===== src/rtl/seg_scan_rx.sv =====
// seg_scan_rx
// Receive side of the active-low 7-segment digit interface. The block samples
// the multiplexed display bus, turns each digit's segment pattern back into a
// 4-bit code, and commits a code only after it has been seen on STABLE_CNT
// consecutive samples of that digit.
//
// Build option: define SEG_SCAN_BLANK_EN so that the all-off pattern (0x7F)
// decodes to the legal code 0xA. Without it, 0x7F is an illegal pattern.
//
// Ports
//   clk_i          system clock, rising edge
//   rst_i          asynchronous reset, active high
//   seg_n_i[6:0]   segment lines, active low, bit6..bit0 = a..g
//   an_n_i         digit enables, active low, bit i selects digit i
//   sample_en_i    bus is evaluated only on edges where this is high
//   digits_o       committed codes, digit i at [4i+3:4i]
//   digit_valid_o  committed code of digit i is a legal digit
//   digit_err_o    digit i last stabilised on an illegal pattern
//   update_o       one-cycle pulse when any digits/valid/err bit changes
//   bus_err_o      one-cycle pulse when a strobed an_n_i is not one-hot low
module seg_scan_rx #(
   parameter int NDIGITS    = 4,
   parameter int STABLE_CNT = 3
) (
   input  logic                   clk_i,
   input  logic                   rst_i,
   input  logic [6:0]             seg_n_i,
   input  logic [NDIGITS-1:0]     an_n_i,
   input  logic                   sample_en_i,
   output logic [4*NDIGITS-1:0]   digits_o,
   output logic [NDIGITS-1:0]     digit_valid_o,
   output logic [NDIGITS-1:0]     digit_err_o,
   output logic                   update_o,
   output logic                   bus_err_o
);

   localparam int CW = $clog2(STABLE_CNT + 1);
   localparam logic [CW-1:0] SAT    = CW'(STABLE_CNT);
   localparam logic [CW-1:0] SAT_M1 = CW'(STABLE_CNT - 1);
   localparam logic [CW-1:0] ONE    = CW'(1);
   localparam logic [3:0]    ILLEGAL = 4'hF;

   function automatic logic [3:0] decode(input logic [6:0] pat);
      logic [3:0] code;
      code = ILLEGAL;
      case (pat)
         7'h01: code = 4'd0;
         7'h4F: code = 4'd1;
         7'h12: code = 4'd2;
         7'h06: code = 4'd3;
         7'h4C: code = 4'd4;
         7'h24: code = 4'd5;
         7'h20: code = 4'd6;
         7'h0F: code = 4'd7;
         7'h00: code = 4'd8;
         7'h04: code = 4'd9;
`ifdef SEG_SCAN_BLANK_EN
         7'h7F: code = 4'hA;
`endif
         default: code = ILLEGAL;
      endcase
      return code;
   endfunction

   logic [NDIGITS-1:0][3:0]    cand_q, cand_d;
   logic [NDIGITS-1:0][CW-1:0] cnt_q, cnt_d;
   logic [NDIGITS-1:0][3:0]    dig_q, dig_d;
   logic [NDIGITS-1:0]         val_q, val_d;
   logic [NDIGITS-1:0]         err_q, err_d;
   logic                       upd_q, upd_d;
   logic                       bus_err_q, bus_err_d;

   logic [NDIGITS-1:0] sel;
   logic               onehot;
   logic               accept;
   logic [3:0]         code;
   logic [NDIGITS-1:0] commit;

   assign sel    = ~an_n_i;
   // Exactly one bit set: non-zero and clearing the lowest set bit leaves zero.
   assign onehot = (sel != '0) && ((sel & (sel - 1'b1)) == '0);
   assign accept = sample_en_i && onehot;
   assign code   = decode(seg_n_i);

   always_comb begin
      cand_d    = cand_q;
      cnt_d     = cnt_q;
      dig_d     = dig_q;
      val_d     = val_q;
      err_d     = err_q;
      commit    = '0;
      bus_err_d = sample_en_i && !onehot;

      for (int i = 0; i < NDIGITS; i++) begin
         if (accept && sel[i]) begin
            if (code == cand_q[i]) begin
               if (cnt_q[i] != SAT) cnt_d[i] = cnt_q[i] + ONE;
               // Commit only on the step into saturation, never while parked there.
               commit[i] = (cnt_q[i] == SAT_M1);
            end else begin
               cand_d[i] = code;
               cnt_d[i]  = ONE;
               commit[i] = (STABLE_CNT == 1);
            end
            if (commit[i]) begin
               if (code != ILLEGAL) begin
                  dig_d[i] = code;
                  val_d[i] = 1'b1;
                  err_d[i] = 1'b0;
               end else begin
                  val_d[i] = 1'b0;
                  err_d[i] = 1'b1;
               end
            end
         end
      end

      upd_d = (dig_d != dig_q) || (val_d != val_q) || (err_d != err_q);
   end

   always_ff @(posedge clk_i or posedge rst_i) begin
      if (rst_i) begin
         cand_q    <= '0;
         cnt_q     <= '0;
         dig_q     <= '0;
         val_q     <= '0;
         err_q     <= '0;
         upd_q     <= 1'b0;
         bus_err_q <= 1'b0;
      end else begin
         cand_q    <= cand_d;
         cnt_q     <= cnt_d;
         dig_q     <= dig_d;
         val_q     <= val_d;
         err_q     <= err_d;
         upd_q     <= upd_d;
         bus_err_q <= bus_err_d;
      end
   end

   assign digits_o      = dig_q;
   assign digit_valid_o = val_q;
   assign digit_err_o   = err_q;
   assign update_o      = upd_q;
   assign bus_err_o     = bus_err_q;

endmodule


===== config.mk =====
export PLATFORM = sky130hd
export DESIGN_NAME = seg_scan_rx
export DESIGN_NICKNAME = d
export VERILOG_FILES = /design/src/rtl/seg_scan_rx.sv
export SDC_FILE = /design/constraint.sdc
export NUM_CORES = 1
export LEC_CHECK = 0
export CAP_MARGIN = 20
export CORE_MARGIN = 10
export CORE_UTILIZATION = 45
export DETAILED_ROUTE_END_ITERATION = 16
export PLACE_DENSITY = 0.67
export SYNTH_ARGS = -nofsm -noshare
export SYNTH_HDL_FRONTEND = slang
export SYNTH_SLANG_ARGS = --single-unit

===== constraint.sdc =====
create_clock -name clk_i -period 3.1 [get_ports clk_i]
set_input_delay 0.31 -clock clk_i [delete_from_list [all_inputs] [get_ports clk_i]]
set_output_delay 0.31 -clock clk_i [all_outputs]
set_load 0.01 [all_outputs]

==> impl_metrics.json, run 1 <==
{
  "dieHeight_um": 105,
  "yosys-top-cells-area": "dfrtp_1 38%, mux2_2 4.5%, a21oi_1 3.8%",
  "drc": 0,
  "netlist_instances": 342,
  "hp-class": "input pin to async pin",
  "synth_top_area_share_pct": 38.1,
  "syn_to_final_growth_pct": 31.9,
  "synth_flop_cell": "dfrtp_1",
  "min_period_over_period_pct": 96.6,
  "place_congestion": 0.898,
  "layout.nets": 458,
  "yosysWarnings": 0,
  "numCtsBuffers": 5,
  "synth.most_common_cell": "dfrtp_1",
  "grt_pass1_wl_um": 15100,
  "drtPass1Iterations": 4,
  "fin_setup_tns_ns": 0,
  "initial_core_util_pct": 45.8,
  "yosysTopAreaCell": "dfrtp_1",
  "start_kind": "input pin",
  "final.setup_skew_ns": 0.00916,
  "syn_area_per_cell_um2": 9.60,
  "drt.antenna.violating_nets": 0,
  "clk_pin_slew_ns": 0.11,
  "dp_slack_ns": -0.331,
  "power_uw": 1600,
  "hold_viol_final": 0,
  "antenna_found_initial": 0,
  "cts_tree": "done",
  "diodes": 0,
  "p_per_area_mw_per_mm2": 369,
  "post-route-util_pct": 60.4,
  "syn_area_mm2": 0.00328,
  "grt_usage_pct": 16.3,
  "max_freq_mhz": 334,
  "startpoint": "seg_n_i[2]",
  "slew_violations": 0,
  "synth_cell_types": 79,
  "wirelength_um": 9050,
  "cts_hold_buffers": 0,
  "crit_required_ns": 3.30,
  "async_flop_share_pct": 100,
  "synth-edff-count": 0,
  "clk_path_buf_depth": 2,
  "reg2reg_depth": 7,
  "arrival_ns": 3.20,
  "cp_max_fo": 8,
  "maxCapViolCount": 0,
  "reg2reg_from": "cand_q[7]",
  "status": "finished, final reports clean",
  "crit_type": "input pin to flip-flop",
  "fin_crit_ns": 2.99,
  "num_rows": 31,
  "ir_drop_mv": 0.253,
  "ios": 40,
  "critPathCaptureType": "flip-flop",
  "grt_max_degree": 51,
  "vias": 2993,
  "relSlewSlack_pct": 66.5,
  "synth_nets": 364,
  "vias_per_cell": 5.58,
  "core-area_mm2": 0.00718,
  "htreeDepth": 2,
  "place_hpwl_um": 7010,
  "wl_per_cell_um": 16.9,
  "cts_root_buffer": "clkbuf_8",
  "setup_viol": 0,
  "ys_seq_elements": 50,
  "fp.dieW_um": 105,
  "cts_num_sinks": 50,
  "drtIter0Drc": 125,
  "ys_seq_area_share_pct": 38.1,
  "synth_commonest_cells": "50 x dfrtp_1, 29 x nand2_1, 25 x a21oi_1, 25 x nor2_1, 19 x o21ai_0",
  "die-area_mm2": 0.0111,
  "grt_pass1_vias": 2957,
  "drive_gt1_share_pct": 25.6,
  "tightestPinTransition_ns": 0.501,
  "grt_overflow": 0,
  "post-route-worst-setup-slack_ns": 0.106,
  "io_buffers": 39,
  "clkLatencyLatePin_ns": 0.32,
  "p_leak_uw": 0.00191,
  "timing.hold.ws_ns": 0.189
}
where the power goes:
part | internal, uW | leakage (uW) | total (uW) | switching [uW]
logic | 200 | 0.00124 | 387 | 187
registers | 723 | 0.000622 | 795 | 71.8
clock network | 168 | 0.0000502 | 419 | 251
total | 1090 | 0.00191 | 1600 | 510
layout make-up:
type | instances | area, um2
Timing Repair Buffer | 106 | 911
Inverter | 16 | 60.1
Sequential cell | 50 | 1250
Multi-Input combinational cell | 257 | 1890
Tap cell | 99 | 124
Clock buffer | 5 | 68.8
Fill cell | 650 | 2840
Clock inverter | 3 | 28.8
sequential cells by signal (all words and copies together) (netlist names):
| name | cells |
|---|---|
| cand_q | 16 |
| bus_err_o | 1 |
| digit_valid_o | 4 |
| cnt_q | 8 |
| update_o | 1 |
| digit_err_o | 4 |
| digits_o | 16 |
logic make-up after synthesis:
group / after synthesis / share of synthesized area [%]
AND/OR/NAND/NOR: 118 / 20.9
AO/OA/AOI/OAI: 104 / 23.5
flip-flops: 50 / 38.1
buffers and inverters: 35 / 5.33
multiplexers: 20 / 7.01
adder cells (fa/ha/maj): 8 / 3.05
XOR/XNOR: 7 / 2.10
timing repair:
item,4_1_cts,5_1_grt
endpoints found under the setup margin,3,29
pin swaps,0,1
buffers inserted,0,0
resized for setup,1,7
critical path, stage by stage:
cell	delay (ns)
clkdlybuf4s50_1	0.58
or4_4	0.61
a21oi_4	0.27
nor2_1	0.12
o22a_1	0.22
or4_1	0.64
nor2_8	0.13
mux2_1	0.33
per-layer routing:
layer / vias up / GRT usage, % / wire length [um]
li1: 1460 / - / -
met1: 1470 / 21.0 / 4110
met2: 54 / 27.8 / 4480
met3: 9 / 2.13 / 334
met4: 0 / 4.71 / 128
met5: - / 0 / 0
stage by stage:
step / cells / cell area (um2)
3_5_place_dp: 527 / 4190
3_3_place_gp: 527 / 4190
4_1_cts: 535 / 4290
2_1_floorplan: 342 / 3280
6_report: 536 / 4330
5_1_grt: 536 / 4330
final timing paths:
path	endpoint	slack (ns)
max in group asynchronous	cnt_q[1]	2.45
worst min register to register	cnt_q[7]	0.54
min in group clk_i	cnt_q[7]	0.54
worst max register to register	digits_o[4]	0.72
worst min-delay path	digit_valid_o[2]	0.19
worst max-delay path	digits_o[4]	0.11
layout by cell type, fill, tap and decap left out, types with 5 or more instances in the layout:
cell type	instances
nand2b_1	7
o21ai_0	19
ha_1	8
clkdlybuf4s50_1	37
buf_4	66
clkbuf_8	5
inv_1	15
mux2_2	13
o22a_1	5
a2bb2oi_1	5
dfrtp_1	50
nor2_1	24
nor3_1	12
a21oi_1	24
nand2_1	29
No activity file was read; power rests on OpenSTA's default activity.
==> run 2: changes to the inputs <==
--- a/config.mk
+++ b/config.mk
@@ -10,6 +10,7 @@
 export CORE_UTILIZATION = 45
 export DETAILED_ROUTE_END_ITERATION = 16
 export PLACE_DENSITY = 0.67
+export SLEW_MARGIN = 20
 export SYNTH_ARGS = -nofsm -noshare
 export SYNTH_HDL_FRONTEND = slang
 export SYNTH_SLANG_ARGS = --single-unit
==> run 2 against run 1 <==
Net effect:
- worst setup slack got worse by 0.011 ns
- worst hold slack improved by 0.26 ns
- highest routed layer unchanged
- critical endpoint unchanged
- routed wire length rose by 0.20%
- largest cell class unchanged
- fmax fell by 0.37%
==> impl_metrics.json, run 2 (synthesis results as in run 1) <==
{
  "place_hpwl_um": 7010,
  "num_rows": 31,
  "drt.antenna.violating_nets": 0,
  "drtPass1Iterations": 4,
  "switching_share_pct": 31.9,
  "p_comb_share_pct": 24.1,
  "grt_usage_pct": 16.3,
  "numCtsBuffers": 5,
  "htreeDepth": 2,
  "wl_per_cell_um": 16.9,
  "intPower_uw": 1090,
  "crit_type": "input pin to flip-flop",
  "startpoint": "seg_n_i[2]",
  "p_sw_uw": 510,
  "diodes": 0,
  "reg2reg_depth": 7,
  "clk_path_buf_depth": 2,
  "clkLatencyLatePin_ns": 0.32,
  "p_leak_uw": 0.00190,
  "crit_end": "digits_o[4]",
  "critPathCaptureType": "flip-flop",
  "die-area_mm2": 0.0111,
  "max_freq_mhz": 333,
  "clk_pin_slew_ns": 0.11,
  "io_buffers": 39,
  "fin_setup_tns_ns": 0,
  "min_period_over_period_pct": 97.0,
  "place_congestion": 0.898,
  "cts_setup_buffers": 0,
  "reg2reg_from": "cand_q[7]",
  "clkPwrFrac_pct": 26.2,
  "p_per_area_mw_per_mm2": 370,
  "vias_per_cell": 5.59,
  "final_cell_mix": "66 x buf_4, 50 x dfrtp_1, 37 x clkdlybuf4s50_1",
  "rrSetupSlack_ns": 0.72,
  "setup_viol": 0,
  "power_frac_seq_pct": 49.7,
  "ir_drop_mv": 0.254,
  "hp-class": "input pin to async pin",
  "start_kind": "input pin",
  "post-route-worst-setup-slack_ns": 0.0945,
  "slew_violations": 0,
  "crit_required_ns": 3.30,
  "design_area_mm2": 0.00431,
  "grt_max_degree": 51,
  "place_area_mm2": 0.00419,
  "drive_gt1_share_pct": 25.5,
  "timing.hold.ws_ns": 0.452,
  "relSlewSlack_pct": 42.8,
  "final_common_cell": "buf_4",
  "wirelength_um": 9070,
  "cts_root_buffer": "clkbuf_8",
  "initial_core_util_pct": 45.8,
  "core-area_mm2": 0.00718,
  "fin_cells": 535,
  "grt_pass1_wl_um": 15100,
  "ios": 40,
  "grt_pass1_vias": 2957,
  "drc": 0,
  "arrival_ns": 3.21,
  "hold_viol_final": 0,
  "antenna_found_initial": 0,
  "syn_to_final_growth_pct": 31.4,
  "dieHeight_um": 105,
  "dp.cells": 527,
  "drtIter0Drc": 124,
  "cp_max_fo": 8,
  "fp.dieW_um": 105,
  "reg2reg_to": "digits_o[4]",
  "cts_tree": "done",
  "layout.nets": 457,
  "dp_slack_ns": -0.331,
  "cts_num_sinks": 50,
  "final.setup_skew_ns": 0.00951,
  "vias": 2991,
  "status": "finished, final reports clean",
  "tightestPinTransition_ns": 0.857,
  "grt_overflow": 0,
  "fin_crit_ns": 3.01,
  "maxCapViolCount": 0
}
-- run 2: repair_timing --
| item | 4_1_cts | 5_1_grt |
|---|---|---|
| setup endpoints to repair | 3 | 29 |
| pin swaps | 0 | 1 |
| gates resized for setup | 1 | 7 |
| hold buffers | 0 | 0 |
-- run 2: layout make-up --
type / count / area (um2)
tap: 99 / 124
clock buffer: 5 / 68.8
timing repair buffer: 105 / 891
clock inverter: 3 / 28.8
multi-input combinational: 257 / 1890
inverter: 16 / 61.3
sequential: 50 / 1250
fill: 651 / 2860
-- run 2: worst max-delay path: stages --
cell             delay, ns
clkdlybuf4s50_1       0.58
or4_4                 0.61
a21oi_4               0.27
nor2_1                0.12
o22a_1                0.22
or4_1                 0.64
nor2_8                0.13
mux2_1                0.33
-- run 2: power by group through the flow --
stage	Combinational, uW	Clock, uW	Sequential [uW]
5_1_grt	426	454	807
3_5_place_dp	381	0	808
2_1_floorplan	254	0	787
6_report	385	418	795
4_1_cts	384	427	795
3_3_place_gp	367	0	805
-- run 2: stage by stage --
stage               utilization (%)  total power [uW]
finish                         60.1              1600
global route                   60.1              1690
CTS                            59.8              1610
detailed placement             58.3              1190
global placement               58.3              1170
floorplan                         -              1040
-- run 2: worst min-delay path by stage --
stage | startpoint | endpoint | slack (ns)
4_1_cts | cnt_q[6] | cnt_q[6] | 0.54
3_5_place_dp | cnt_q[7] | cnt_q[7] | 0.52
5_1_grt | rst_i | digit_valid_o[2] | 0.51
2_1_floorplan | an_n_i[0] | bus_err_o | 0.39
6_report | rst_i | digit_valid_o[2] | 0.45
3_3_place_gp | cnt_q[6] | cnt_q[6] | 0.50
-- run 2: per-layer routing --
metal,vias to the layer above,wire length (um),global-route usage [%]
met4,0,132,4.71
li1,1455,-,-
met5,-,0,0
met1,1477,4180,21.0
met2,50,4460,27.8
met3,9,295,2.13
==> run 3: changes to the inputs <==
--- a/config.mk
+++ b/config.mk
@@ -8,6 +8,7 @@
 export CAP_MARGIN = 20
 export CORE_MARGIN = 10
 export CORE_UTILIZATION = 45
+export CTS_CLUSTER_DIAMETER = 120
 export DETAILED_ROUTE_END_ITERATION = 16
 export PLACE_DENSITY = 0.67
 export SLEW_MARGIN = 20
==> constraint.sdc (replaced) <==
create_clock -name clk_i -period 3 [get_ports clk_i]
set_input_delay 0.3 -clock clk_i [delete_from_list [all_inputs] [get_ports clk_i]]
set_output_delay 0.3 -clock clk_i [all_outputs]
set_load 0.01 [all_outputs]
==> run 3 against run 2 <==
Net effect:
- total power grew 3.3%
- combinational power grew 5.7%
- worst hold slack gained 0.037 ns
- critical path depth grew 1
- sequential share of layout area shrank 0.45 points
- clock power grew 1%
- utilization grew 0.94 points
- via count grew 2.1%
- highest routed layer unchanged
- register-to-register slack gained 0.02 ns
- largest cell class unchanged
==> impl_metrics.json, run 3 (synthesis results as in run 1) <==
{
  "met1_usage_pct": 21.8,
  "wirelength_um": 9330,
  "place_hpwl_um": 7220,
  "crit_slowest_cell": "or4_1",
  "min_period_over_period_pct": 96.2,
  "hp-class": "input pin to async pin",
  "numCtsBuffers": 5,
  "grt_usage_pct": 16.6,
  "drc": 0,
  "critPathCaptureType": "flip-flop",
  "htreeDepth": 2,
  "p_per_area_mw_per_mm2": 377,
  "switching_share_pct": 31.7,
  "intPower_uw": 1130,
  "fin_crit_ns": 2.89,
  "cts_num_sinks": 50,
  "p_comb_share_pct": 24.7,
  "critPathTopFamily": "simple AND/OR/NAND/NOR gates",
  "final.setup_skew_ns": 0.0119,
  "grt_overflow": 0,
  "path_cells": "clkdlybuf4s50_1 -> xor2_2 -> and3_4 -> or4_1 -> a311o_1 -> and4bb_1 -> buf_4 -> a21oi_1 -> mux2_2",
  "top_usage_layer": "met2",
  "drtPass1Iterations": 4,
  "clk_path_buf_depth": 2,
  "design_area_mm2": 0.00438,
  "crit_required_ns": 3.19,
  "grt_max_degree": 51,
  "wl_per_cell_um": 17.3,
  "status": "finished, final reports clean",
  "grt_pass1_vias": 2980,
  "arrival_ns": 3.08,
  "crit_buf_inv": 2,
  "drive_gt1_share_pct": 27.4,
  "antenna_found_initial": 0,
  "crit_type": "input pin to flip-flop",
  "vias_per_cell": 5.64,
  "clkLatencyLatePin_ns": 0.31,
  "io_buffers": 39,
  "fin_cells": 541,
  "drtIter0Drc": 249,
  "nFillCells": 611,
  "fp.dieW_um": 105,
  "tightestPinTransition_ns": 0.647,
  "cts_tree": "done",
  "max_freq_mhz": 346,
  "hold_viol_final": 0,
  "p_leak_uw": 0.00195,
  "start_kind": "input pin",
  "setup_viol": 0,
  "cp_max_fo": 6,
  "final_common_cell": "buf_4",
  "max_stage_delay_ns": 0.55,
  "diodes": 0,
  "layout.nets": 463,
  "met2_usage_pct": 27.0,
  "power_frac_seq_pct": 49.7,
  "place_area_mm2": 0.00422,
  "vias": 3053,
  "core-area_mm2": 0.00718,
  "clk_pin_slew_ns": 0.11,
  "rsz0062_at_grt": "false",
  "p_sw_uw": 523,
  "drt.antenna.violating_nets": 0,
  "grt_pass1_wl_um": 15400,
  "place_congestion": 0.869,
  "cts_root_buffer": "clkbuf_8",
  "die-area_mm2": 0.0111,
  "timing.hold.ws_ns": 0.490,
  "final_cell_mix": "71 x buf_4, 50 x dfrtp_1, 35 x clkdlybuf4s50_1",
  "maxCapViolCount": 0,
  "dieHeight_um": 105,
  "relSlewSlack_pct": 56.9,
  "num_rows": 31,
  "post-route-util_pct": 61.1,
  "syn_to_final_growth_pct": 33.4,
  "ios": 40,
  "initial_core_util_pct": 45.8,
  "clkPwrFrac_pct": 25.6,
  "met3_usage_pct": 2.38,
  "dp.cells": 531,
  "slew_violations": 0,
  "ir_drop_mv": 0.337
}
run 3: cell types whose count changed in the layout (fill, tap and decap cells not counted), moves of 2 or more:
cell	delta
buf_4	+5
clkdlybuf4s50_1	-2
dlymetal6s2s_1	+2
inv_6	+2
run 3: worst reg2reg max path, cell delays in order (launching register included):
cell	delay, ns
dfrtp_1	0.43
nand2b_1	0.17
mux2_2	0.26
a22oi_1	0.14
o2111ai_1	0.16
or4_4	0.59
nor2_8	0.10
mux2_1	0.31
run 3: what timing repair did:
item,4_1_cts,5_1_grt
hold buffers,0,0
setup endpoints to repair,10,29
pin swaps,0,3
resized for setup,3,12
setup buffers,0,2
run 3: power groups by stage:
| stage | combinational (uW) | sequential, uW | clock (uW) |
|---|---|---|---|
| floorplan | 263 | 813 | 0 |
| global placement | 383 | 829 | 0 |
| detailed placement | 398 | 834 | 0 |
| CTS | 402 | 820 | 431 |
| global route | 450 | 833 | 454 |
| finish | 407 | 821 | 423 |
run 3: final timing paths:
check | start | endpoint | slack, ns | cells past startpoint
setup / recovery | seg_n_i[4] | cnt_q[0] | 0.11 | 9
setup reg to reg | cand_q[7] | digits_o[4] | 0.74 | 7
hold reg to reg | cand_q[5] | cand_q[5] | 0.53 | 2
max in group asynchronous | rst_i | cand_q[3] | 2.07 | 3
min in group clk_i | cand_q[5] | cand_q[5] | 0.53 | 2
hold / removal | rst_i | digit_err_o[2] | 0.49 | 3
run 3: metrics by stage:
step | setup WS (ns) | setup TNS, ns | power [uW]
after floorplan | 0.164 | 0 | 1080
after global placement | -0.288 | -6.76 | 1210
after detailed placement | -0.351 | -9.43 | 1230
after CTS | 0.0187 | 0 | 1650
after global routing | 0.0145 | 0 | 1740
final | 0.114 | 0 | 1650
run 3: area by class of cell:
| type | count | area, um2 | share of cell area [%] |
|---|---|---|---|
| multi-input cells | 257 | 1910 | 43.5 |
| well taps | 99 | 124 | 2.83 |
| repair buffers | 111 | 945 | 21.6 |
| clock inverters | 3 | 26.3 | 0.600 |
| inverters | 16 | 60.1 | 1.37 |
| clock buffers | 5 | 68.8 | 1.57 |
| flip-flops and latches | 50 | 1250 | 28.6 |
run 3: metal layers:
layer | vias to the layer above | routed length [um]
met5 | - | 0
met4 | 0 | 169
met3 | 13 | 288
met2 | 58 | 4560
met1 | 1507 | 4310
li1 | 1475 | -
==> RTL change (config.mk and constraints of run 2) <==
Set the parameter `NDIGITS` to 5 (it was 4).
--- a/src/rtl/seg_scan_rx.sv
+++ b/src/rtl/seg_scan_rx.sv
@@ -20,5 +20,5 @@
 //   bus_err_o      one-cycle pulse when a strobed an_n_i is not one-hot low
 module seg_scan_rx #(
-   parameter int NDIGITS    = 4,
+   parameter int NDIGITS    = 5,
    parameter int STABLE_CNT = 3
 ) (
Interface: changed (resized an_n_i, digit_err_o, digit_valid_o and digits_o); port bits go from 40 to 47. The function was not compared with the original's and may differ.
==> RTL change against run 2 <==
Total power grew 55%. Area after synthesis increased by 18%. Design area rose by 23%. Routed wire length up 31%. Sequential power increased by 30%. Worst setup slack improved by 1.3 ps. Sequential cell count rose by 12. Combinational power up 60%. Critical path depth grew 2. Final cell count is 20% higher. Highest routed layer unchanged.
==> RTL change: results (changes against run 2) <==
[run_status]
status=finished, final reports clean

[grt]
grt_max_degree=29  ; -43%
track_usage=0.186  ; +0.0229
grt_first_pass_wirelength_um=19500  ; +29%
antenna_found_initial=0  ; unchanged
first_global_vias=3863  ; +31%

[clocking]
clk_path_buf_depth=2  ; unchanged
htreeDepth=3  ; +1
post-cts-setup-buffers=0  ; unchanged
cts.clk_slew.worst_paths_ps=70  ; -40 ps
cts_buffers=9  ; +4
cts_root_buffer=clkbuf_8
cts.repair.resized=0  ; -1
clkLatencyLatePin_ps=340  ; +20 ps

[setup_path]
required_ps=3350  ; +50 ps
r2r_cells=6  ; -1
cp_max_fo=7  ; -1

[yosys]
synthesis.nets=434  ; +19%
synth.distinct_cells=72  ; -8.9%
synth_seq_area_share=0.400  ; +0.0190
yosys_warnings=0  ; unchanged
synth_flop_cell=dfrtp_1
synthTopCellsByCount=dfrtp_1, nand2_1, a21oi_1, o21ai_0, nor2_1
postSynth.asyncResetShare=1.00  ; unchanged
synth_area_leaders=dfrtp_1, mux2_2, nand2_1

[placement]
detailedPlace.worstSlack_ps=-188  ; +143 ps
port_buffers=46  ; +18%
post_dp_cell_area_sq_um=5040  ; +20%
place_congestion=0.944  ; +5.2%
hpwl_um=9220  ; +32%

[detailed_routing]
drt-wirelength-per-cell_um=18.5  ; +8.9%
firstDrtPassIters=5  ; +1
viasPerCell=5.85  ; +4.6%
drt_iter0_drc=225  ; +81%

[timing]
worst_pin_slew_ps=408  ; -450 ps
clock_skew_ps=9.90  ; +0.387 ps
drv_slew=0  ; unchanged

[cells_and_area]
drive_gt1_frac=0.263  ; +0.00847
nNetsFinal=556  ; +22%
ff_latch_area_sq_um=1550  ; +24%
fill_cells=680  ; +4.5%
antenna_cells=0  ; unchanged

[pwr]
p_leak_nw=2.29  ; +20%
vdd_ir_drop_max_uv=256  ; +0.65%

[min_path]
hold_class=in2async

RTL change: path summary, 6_finish.rpt:
kind / from / slack [ps] / end
hold / removal: rst_i / 220 / cand_q[19]$_DFFE_PP0P_
hold reg to reg: cnt_q[6]$_DFFE_PP0P_ / 500 / cnt_q[6]$_DFFE_PP0P_
setup / recovery: seg_n_i[5] / 100 / update_o$_DFF_PP0_
max in group asynchronous: rst_i / 2200 / cand_q[1]$_DFFE_PP0P_
setup reg to reg: cand_q[2]$_DFFE_PP0P_ / 970 / update_o$_DFF_PP0_
min in group clk_i: cnt_q[6]$_DFFE_PP0P_ / 500 / cnt_q[6]$_DFFE_PP0P_
RTL change: kinds of logic after synthesis:
group           after synthesis  share of synthesized area
flops                        62                      0.400
simple gates                149                      0.216
buf+inv                      34                     0.0381
xor+xnor                     18                     0.0406
fa+ha+maj                    10                     0.0323
compound gates              108                      0.194
mux                          28                     0.0794
RTL change: layout make-up:
cell class                 instances  share of cell area
clock inverter                     3              0.0123
clock buffer                      13              0.0319
multi-input combinational        313               0.416
timing repair buffer             131               0.213
tap                              105              0.0248
inverter                          14             0.00992
sequential                        62               0.293
RTL change: per-layer routing:
layer | wire, um | global-route usage | share of wire
met5 | 0 | 0 | 0
met4 | 216 | 0.0592 | 0.018
met3 | 857 | 0.0433 | 0.072
met2 | 5540 | 0.308 | 0.47
met1 | 5220 | 0.233 | 0.44
RTL change: report_power, final:
part           switching [mW]  internal [mW]  leakage, nW  total [mW]
registers               0.111          0.920        0.777        1.03
logic                   0.298          0.317         1.39       0.615
clock network           0.313          0.518        0.120       0.831
RTL change: worst max-delay path, cell delays in order:
cell and delay [ps]:
clkdlybuf4s50_1 540, or3b_4 420, a2111oi_4 380, nor4_4 110, buf_4 190, xor2_1 170, or4b_2 680, nor3_1 210
a221oi_1 120, o2111ai_1 110
RTL change: metrics by stage:
step                      TNS (ps)  instances  hold WS [ps]  total power, mW
after global placement       -1390        625           488             1.62
final                            0        641           218             2.48
after floorplan                  0        409           439             1.39
after detailed placement     -1830        625           490             1.64
after global routing             0        641           262             2.61
after CTS                        0        641           221             2.48
